File: src/rtl/block_feeder_pkg.sv
// block_feeder_pkg: block geometry, FSM states and chunk index type
// shared between the block feeder and block storage.
package block_feeder_pkg;

    localparam int BLOCK_W    = 352;
    localparam int CHUNK_W    = 8;
    localparam int NUM_CHUNKS = BLOCK_W / CHUNK_W;

    typedef enum logic [1:0] {
        EMPTY  = 2'd0,
        LOADED = 2'd1,
        SEND   = 2'd2
    } state_e;

    typedef logic [5:0] chunk_idx_t;

    localparam chunk_idx_t LAST_CHUNK = chunk_idx_t'(NUM_CHUNKS - 1);

    // Chunk idx of a block, chunk 0 being the most significant byte.
    function automatic logic [CHUNK_W-1:0] chunk_of(
        input logic [BLOCK_W-1:0] blk,
        input chunk_idx_t         idx
    );
        logic [BLOCK_W-1:0] sh;
        sh = blk << (int'(idx) * CHUNK_W);
        return sh[BLOCK_W-1 -: CHUNK_W];
    endfunction

endpackage

File: src/rtl/block_store_ifc.sv
// blockStoreIfc: chunk transfer link between block feeder (writer)
// and block storage (reader).
interface blockStoreIfc;

    logic                                 writeReady;
    logic                                 writeValid;
    logic [block_feeder_pkg::CHUNK_W-1:0] blockData;

    modport writer (
        input  writeReady,
        output writeValid,
        output blockData
    );

    modport reader (
        output writeReady,
        input  writeValid,
        input  blockData
    );

endinterface

File: src/rtl/block_feeder_chunk_serializer.sv
// chunk_serializer: holds the block buffer and chunk counter and
// registers the chunk presented on blockData.
module chunk_serializer
    import block_feeder_pkg::*;
(
    input  logic               clk,
    input  logic               rst,
    input  logic               load,
    input  logic [BLOCK_W-1:0] load_block,
    input  logic               start,
    input  logic               advance,
    output logic [CHUNK_W-1:0] data,
    output logic               last
);

    logic [BLOCK_W-1:0] blk_d, blk_q;
    chunk_idx_t         cnt_d, cnt_q;
    logic [CHUNK_W-1:0] data_d, data_q;

    // Buffer capture, counter step and chunk select; data holds otherwise.
    always_comb begin
        blk_d  = blk_q;
        cnt_d  = cnt_q;
        data_d = data_q;
        if (load) begin
            blk_d = load_block;
        end
        if (start) begin
            cnt_d  = '0;
            data_d = chunk_of(blk_q, chunk_idx_t'(0));
        end else if (advance) begin
            cnt_d  = cnt_q + chunk_idx_t'(1);
            data_d = chunk_of(blk_q, cnt_q + chunk_idx_t'(1));
        end
    end

    ff #(.W(BLOCK_W)) u_blk (.clk(clk), .rst(rst), .d(blk_d), .q(blk_q));
    ff #(.W(6)) u_cnt (.clk(clk), .rst(rst), .d(cnt_d), .q(cnt_q));
    ff #(.W(CHUNK_W)) u_data (.clk(clk), .rst(rst), .d(data_d), .q(data_q));

    assign data = data_q;
    assign last = (cnt_q == LAST_CHUNK);

endmodule

File: src/rtl/ff.sv
// ff: generic register with asynchronous active-high reset to zero.
// Every state element of the feeder is built from this primitive.
module ff #(
    parameter int W = 1
) (
    input  logic         clk,
    input  logic         rst,
    input  logic [W-1:0] d,
    output logic [W-1:0] q
);

    // Plain D register, cleared immediately on rst.
    always_ff @(posedge clk or posedge rst) begin
        if (rst) q <= '0;
        else     q <= d;
    end

endmodule

File: src/rtl/block_feeder.sv
// block_feeder: buffers a host block and bursts it as 44 byte chunks.
// Optional prefetch staging slot: define BLOCK_FEEDER_PREFETCH_EN.
module block_feeder
    import block_feeder_pkg::*;
(
    input  logic               clk,
    input  logic               rst,
    input  logic               in_valid,
    input  logic [BLOCK_W-1:0] in_block,
    output logic               in_ready,
    blockStoreIfc.writer       blkWr,
    output logic [15:0]        blocks_sent
);

    logic [1:0]   state_raw;
    state_e       state_q;
    state_e       state_d;
    logic         valid_d, valid_q;
    logic [15:0]  sent_d, sent_q;

    logic               host_xfer;
    logic               ser_load;
    logic [BLOCK_W-1:0] ser_block;
    logic               ser_start;
    logic               ser_advance;
    logic               ser_last;
    logic [CHUNK_W-1:0] ser_data;

`ifdef BLOCK_FEEDER_PREFETCH_EN
    logic [BLOCK_W-1:0] stage_d, stage_q;
    logic               sfull_d, sfull_q;
    logic               promote;
`endif

    assign state_q = state_e'(state_raw);

`ifdef BLOCK_FEEDER_PREFETCH_EN
    assign in_ready = !sfull_q;
`else
    assign in_ready = (state_q == EMPTY);
`endif

    assign host_xfer = in_valid && in_ready;

    // Next-state, burst control and completed-burst count.
    always_comb begin
        state_d     = state_q;
        valid_d     = valid_q;
        sent_d      = sent_q;
        ser_load    = 1'b0;
        ser_block   = in_block;
        ser_start   = 1'b0;
        ser_advance = 1'b0;
`ifdef BLOCK_FEEDER_PREFETCH_EN
        promote     = 1'b0;
`endif
        unique case (state_q)
            EMPTY: begin
`ifdef BLOCK_FEEDER_PREFETCH_EN
                if (sfull_q) begin
                    promote   = 1'b1;
                    ser_load  = 1'b1;
                    ser_block = stage_q;
                    state_d   = LOADED;
                end else
`endif
                if (host_xfer) begin
                    ser_load = 1'b1;
                    state_d  = LOADED;
                end
            end
            LOADED: begin
                if (blkWr.writeReady) begin
                    ser_start = 1'b1;
                    valid_d   = 1'b1;
                    state_d   = SEND;
                end
            end
            SEND: begin
                if (ser_last) begin
                    valid_d = 1'b0;
                    sent_d  = sent_q + 16'd1;
                    state_d = EMPTY;
`ifdef BLOCK_FEEDER_PREFETCH_EN
                    if (sfull_q) begin
                        promote   = 1'b1;
                        ser_load  = 1'b1;
                        ser_block = stage_q;
                        state_d   = LOADED;
                    end
`endif
                end else begin
                    ser_advance = 1'b1;
                end
            end
            default: begin
                valid_d = 1'b0;
                state_d = EMPTY;
            end
        endcase
    end

`ifdef BLOCK_FEEDER_PREFETCH_EN
    // Staging slot: freed by promotion, refilled by host accepts
    // made while the main buffer is busy (same edge allowed).
    always_comb begin
        stage_d = stage_q;
        sfull_d = sfull_q;
        if (promote) begin
            sfull_d = 1'b0;
        end
        if (host_xfer && (state_q != EMPTY)) begin
            stage_d = in_block;
            sfull_d = 1'b1;
        end
    end

    ff #(.W(BLOCK_W)) u_stage (.clk(clk), .rst(rst), .d(stage_d), .q(stage_q));
    ff #(.W(1)) u_sfull (.clk(clk), .rst(rst), .d(sfull_d), .q(sfull_q));
`endif

    ff #(.W(2)) u_state (.clk(clk), .rst(rst), .d(state_d), .q(state_raw));
    ff #(.W(1)) u_valid (.clk(clk), .rst(rst), .d(valid_d), .q(valid_q));
    ff #(.W(16)) u_sent (.clk(clk), .rst(rst), .d(sent_d), .q(sent_q));

    chunk_serializer u_ser (
        .clk        (clk),
        .rst        (rst),
        .load       (ser_load),
        .load_block (ser_block),
        .start      (ser_start),
        .advance    (ser_advance),
        .data       (ser_data),
        .last       (ser_last)
    );

    assign blkWr.writeValid = valid_q;
    assign blkWr.blockData  = ser_data;
    assign blocks_sent      = sent_q;

endmodule

File: src/flat_wrapper.sv
// flat-port wrapper written by rule: the top's interface ports become plain ports
module block_feeder_flat import block_feeder_pkg::*;
  (clk, rst, in_valid, in_block, in_ready, blocks_sent, blkWr_writeReady, blkWr_writeValid, blkWr_blockData);
  blockStoreIfc blkWr_i ();
  input  logic clk;
  input  logic rst;
  input  logic in_valid;
  input  logic [BLOCK_W-1:0] in_block;
  output logic in_ready;
  output logic [15:0] blocks_sent;
  input wire logic [$bits(blkWr_i.writeReady)-1:0] blkWr_writeReady;
  output wire logic [$bits(blkWr_i.writeValid)-1:0] blkWr_writeValid;
  output wire logic [$bits(blkWr_i.blockData)-1:0] blkWr_blockData;
  assign blkWr_i.writeReady = blkWr_writeReady;
  assign blkWr_writeValid = blkWr_i.writeValid;
  assign blkWr_blockData = blkWr_i.blockData;
  block_feeder u_core (.clk(clk), .rst(rst), .in_valid(in_valid), .in_block(in_block), .in_ready(in_ready), .blkWr(blkWr_i), .blocks_sent(blocks_sent));
endmodule
File: config.mk
export PLATFORM = sky130hd
export DESIGN_NAME = block_feeder_flat
export DESIGN_NICKNAME = d
export VERILOG_FILES = /design/src/rtl/block_feeder_pkg.sv /design/src/rtl/block_store_ifc.sv /design/src/rtl/block_feeder_chunk_serializer.sv /design/src/rtl/ff.sv /design/src/rtl/block_feeder.sv /design/src/flat_wrapper.sv
export SDC_FILE = /design/constraint.sdc
export NUM_CORES = 1
export LEC_CHECK = 0
export ABC_AREA = 1
export CORE_MARGIN = 1.5
export CORE_UTILIZATION = 55
export CTS_CLUSTER_DIAMETER = 50
export DETAILED_ROUTE_END_ITERATION = 12
export GPL_TIMING_DRIVEN = 0
export PLACE_DENSITY = 0.85
export SLEW_MARGIN = 20
export SYNTH_ARGS = -nofsm -noshare
export SYNTH_HDL_FRONTEND = slang
export SYNTH_HIERARCHICAL = 1
export SYNTH_SLANG_ARGS = --single-unit
File: constraint.sdc
create_clock -name clk -period 35.2 [get_ports clk]
set_input_delay 7.04 -clock clk [delete_from_list [all_inputs] [get_ports clk]]
set_output_delay 7.04 -clock clk [all_outputs]
set_load 0.02 [all_outputs]
==> key figures <==
Outcome
  – Status: finished, final reports clean

Worst setup path
  – Nature of the critical path endpoint: register
  – Worst r2r src: u_core/u_state/q[1]$_DFF_PP0_
  – Reg2reg path depth: 9
  – Crit path launch: in_valid
  – Reg2Reg Capture Point: u_core/u_ser/u_blk/q[228]$_DFF_PP0_
  – WP data arrival: 9.92 ns
  – Critical setup path kind: input port to register
  – Crit Path Max Fanout: 10
  – Critical path launch point type: input port
  – Worst EP required: 35.66 ns
  – Worst setup path end: u_core/u_ser/u_blk/q[228]$_DFF_PP0_
  – Flop-to-flop setup slack: 32.05 ns

Route
  – Drt first pass iters: 6
  – Final wirelength: 69610 µm
  – Post-DR vias/cell: 5.685
  – Wire per inst: 20.83 µm
  – Post-route ant nets: 0
  – DR iter-0 viols: 2301
  – Via count: 18999
  – Remaining routing DRC violations: 0

Logic synthesis
  – Synth area leader: dfrtp_1
  – YS warnings: 6
  – Library cells used by synthesis: 30
  – Register area share after synthesis: 0.5158
  – Synth area leaders: dfrtp_1 (52%), nand2_1 (15%), o21ai_0 (9.4%)
  – Synth top area share: 0.5158
  – Yosys reg bits: 385
  – Syn avg cell area: 7.680 µm²
  – Syn Nets: 2790
  – Post-synthesis cell count: 2432
  – Cell area after synthesis: 18680 µm²

Timing
  – Worst-Margin Slew: 1.002 ns
  – Max Clock Freq: 105.7 MHz
  – Min cycle time layout: 9.463 ns
  – Final setup vio count: 0
  – TNS Setup: 0 ns
  – Slew Limit Fails: 0
  – Tcrit/Tclk final: 0.2688
  – Max-slew headroom: 0.3320
  – Fin. Hold Viols: 0
  – Clock Skew: 0.02064 ns
  – RSZ-0062 raised after global routing: false

Clock network
  – Clock root buffer: clkbuf_16
  – Clk_lat worst skew: 0.55 ns
  – Hold buffers post-CTS: 0
  – CTS tree: built
  – CTS Sinks: 385
  – Total CTS buffers: 42
  – H-tree depth: 2
  – Post-CTS setup buffer count: 0
  – Clock-pin slew on the worst setup and hold paths: 0.06 ns
  – Post-CTS sizing: 0
  – CTS Buffer Depth: 3

Power
  – Int Pwr: 1.282 mW
  – Clock Power Share: 0.184
  – Power share of the combinational group: 0.520
  – PD cells: 98.65 nW/µm²
  – Sw frac: 0.4705
  – Final Total Pwr: 2.421 mW
  – Pleak: 11.81 nW
  – Peak VDD IR: 0.08275 mV
  – Net Switching: 1.139 mW
  – Flop pwr share: 0.296

Floorplanning
  – Die width: 187.3 µm
  – Io pins: 382
  – Die area: 35070 µm²
  – Starting density of the core: 0.5584
  – # rows: 67
  – Core ar.: 33450 µm²
  – Die H: 187.3 µm

Min path
  – Hold WC Path Type: register to register

Final layout
  – Area delta synth->final: 31.41%
  – Most common cell after layout, fill and taps aside: nand2_1
  – Layout cells sized above 1: 0.06710
  – Nets: 3218
  – Commonest cells after routing, fill and taps aside: nand2_1 (734), dfrtp_1 (385), clkdlybuf4s50_1 (381), inv_1 (365), o21ai_0 (351)

Global routing
  – Largest net degree at the start of global routing: 111
  – GRT Total Usage: 0.3926
  – Global-route wire length before repair: 104800 µm
  – Grt ovf: 0
  – Initial antenna violation count: 4
  – Number of global-route vias before repair: 18881

Place
  – Final Wtd Congestion: 0.9841
  – DP Wirelength: 51620 µm
  – # port buffers: 381

Run
  – Max-Cap Viols: 0
-- synth_stat cells --
| cell | number |
|---|---|
| a21oi_1 | 29 |
| a2bb2oi_1 | 1 |
| buf_1 | 3 |
| buf_2 | 77 |
| buf_4 | 3 |
| clkbuf_1 | 69 |
| clkinv_1 | 1 |
| dfrtp_1 | 385 |
| ha_1 | 2 |
| inv_1 | 366 |
| inv_2 | 5 |
| mux2_2 | 25 |
| nand2_1 | 734 |
| nand2_2 | 5 |
| nand3_1 | 309 |
| nand3_4 | 1 |
| nand3b_1 | 1 |
| nand4_1 | 4 |
| nor2_1 | 30 |
| nor2_2 | 5 |
| nor2_4 | 1 |
| nor2_8 | 1 |
| nor3_1 | 2 |
| o211ai_1 | 9 |
| o21ai_0 | 351 |
| o21ai_1 | 1 |
| o22ai_1 | 1 |
| xnor2_1 | 5 |
| xor2_1 | 5 |
| xor2_2 | 1 |
-- state kept, by name (all words and copies together) (netlist names) --
name / flops
u_core/u_ser/u_blk/q: 352
u_core/u_sent/q: 16
u_core/u_ser/u_data/q: 8
u_core/u_ser/u_cnt/q: 6
u_core/u_state/q: 2
u_core/u_valid/q: 1
-- kinds of logic (layout without fill, tap and decap cells) --
group | count (synthesis) | in the layout | synth area share
and+or+nand+nor | 1093 | 1093 | 0.2446
buffers and inverters | 524 | 983 | 0.1111
AOI/OAI and AO/OA | 392 | 392 | 0.1065
DFF | 385 | 385 | 0.5158
muxes | 25 | 25 | 0.01507
xor gates and xnor gates | 11 | 11 | 0.005560
adders and majority gates | 2 | 2 | 0.001340
other | 0 | 3 | 0
-- critical path, stage by stage --
cell             delay (ns)
clkdlybuf4s50_1        0.47
inv_1                  0.07
nor2_1                 0.10
clkbuf_1               0.28
clkbuf_1               0.66
clkbuf_1               0.69
buf_2                  0.40
nand2_1                0.09
o21ai_0                0.11
-- metal layers --
metal | global-route usage | vias to the layer above | part of all wire
met5 | 0 | - | 0
met4 | 0.2413 | 0 | 0.066
met3 | 0.07261 | 255 | 0.10
met2 | 0.6201 | 1372 | 0.45
met1 | 0.5041 | 8901 | 0.38
li1 | - | 8471 | -
-- power by group through the flow --
stage          logic [mW]  clock network [mW]  registers [mW]
6_report             1.26               0.445           0.716
5_1_grt              1.34               0.463           0.733
4_1_cts              1.20               0.445           0.713
3_5_place_dp         1.19                   0           0.719
3_3_place_gp         1.16                   0           0.713
2_1_floorplan       0.739                   0           0.709
-- layout make-up --
| class | count | area [µm²] |
|---|---|---|
| flip-flops and latches | 385 | 9634 |
| fillers | 2497 | 8906 |
| multi-input cells | 1523 | 6973 |
| repair buffers | 384 | 3896 |
| inverters | 372 | 1404 |
| clock buffers | 61 | 1212 |
| plain buffers | 152 | 678.2 |
| well taps | 448 | 560.5 |
| clock inverters | 14 | 176.4 |
| diodes | 3 | 7.507 |
-- worst min path at each step --
stage | from | depth (start not counted) | slack (ns) | endpoint
final | u_core/u_ser/u_blk/q[345]$_DFF_PP0_ | 2 | 0.48 | u_core/u_ser/u_data/q[1]$_DFF_PP0_
after global placement | u_core/u_ser/u_blk/q[345]$_DFF_PP0_ | 2 | 0.46 | u_core/u_ser/u_data/q[1]$_DFF_PP0_
after floorplan | u_core/u_ser/u_blk/q[344]$_DFF_PP0_ | 2 | 0.45 | u_core/u_ser/u_data/q[0]$_DFF_PP0_
after detailed placement | u_core/u_ser/u_blk/q[348]$_DFF_PP0_ | 2 | 0.47 | u_core/u_ser/u_data/q[4]$_DFF_PP0_
after global routing | u_core/u_ser/u_blk/q[348]$_DFF_PP0_ | 2 | 0.51 | u_core/u_ser/u_data/q[4]$_DFF_PP0_
after CTS | u_core/u_ser/u_blk/q[347]$_DFF_PP0_ | 2 | 0.49 | u_core/u_ser/u_data/q[3]$_DFF_PP0_
-- metrics by stage --
| step | std cells | hold WS [ns] | setup slack (ns) | util | area, µm² |
|---|---|---|---|---|---|
| after floorplan | 2432 | 0.4457 | 18.40 | - | 18680 |
| after global placement | 3261 | 0.4637 | 14.39 | 0.6891 | 23050 |
| after detailed placement | 3264 | 0.4709 | 25.34 | 0.6918 | 23140 |
| after CTS | 3339 | 0.4852 | 25.89 | 0.7334 | 24530 |
| after global routing | 3342 | 0.5104 | 25.74 | 0.7337 | 24540 |
| final | 3342 | 0.4794 | 25.74 | 0.7337 | 24540 |
Power figures use the tool's default switching activity.
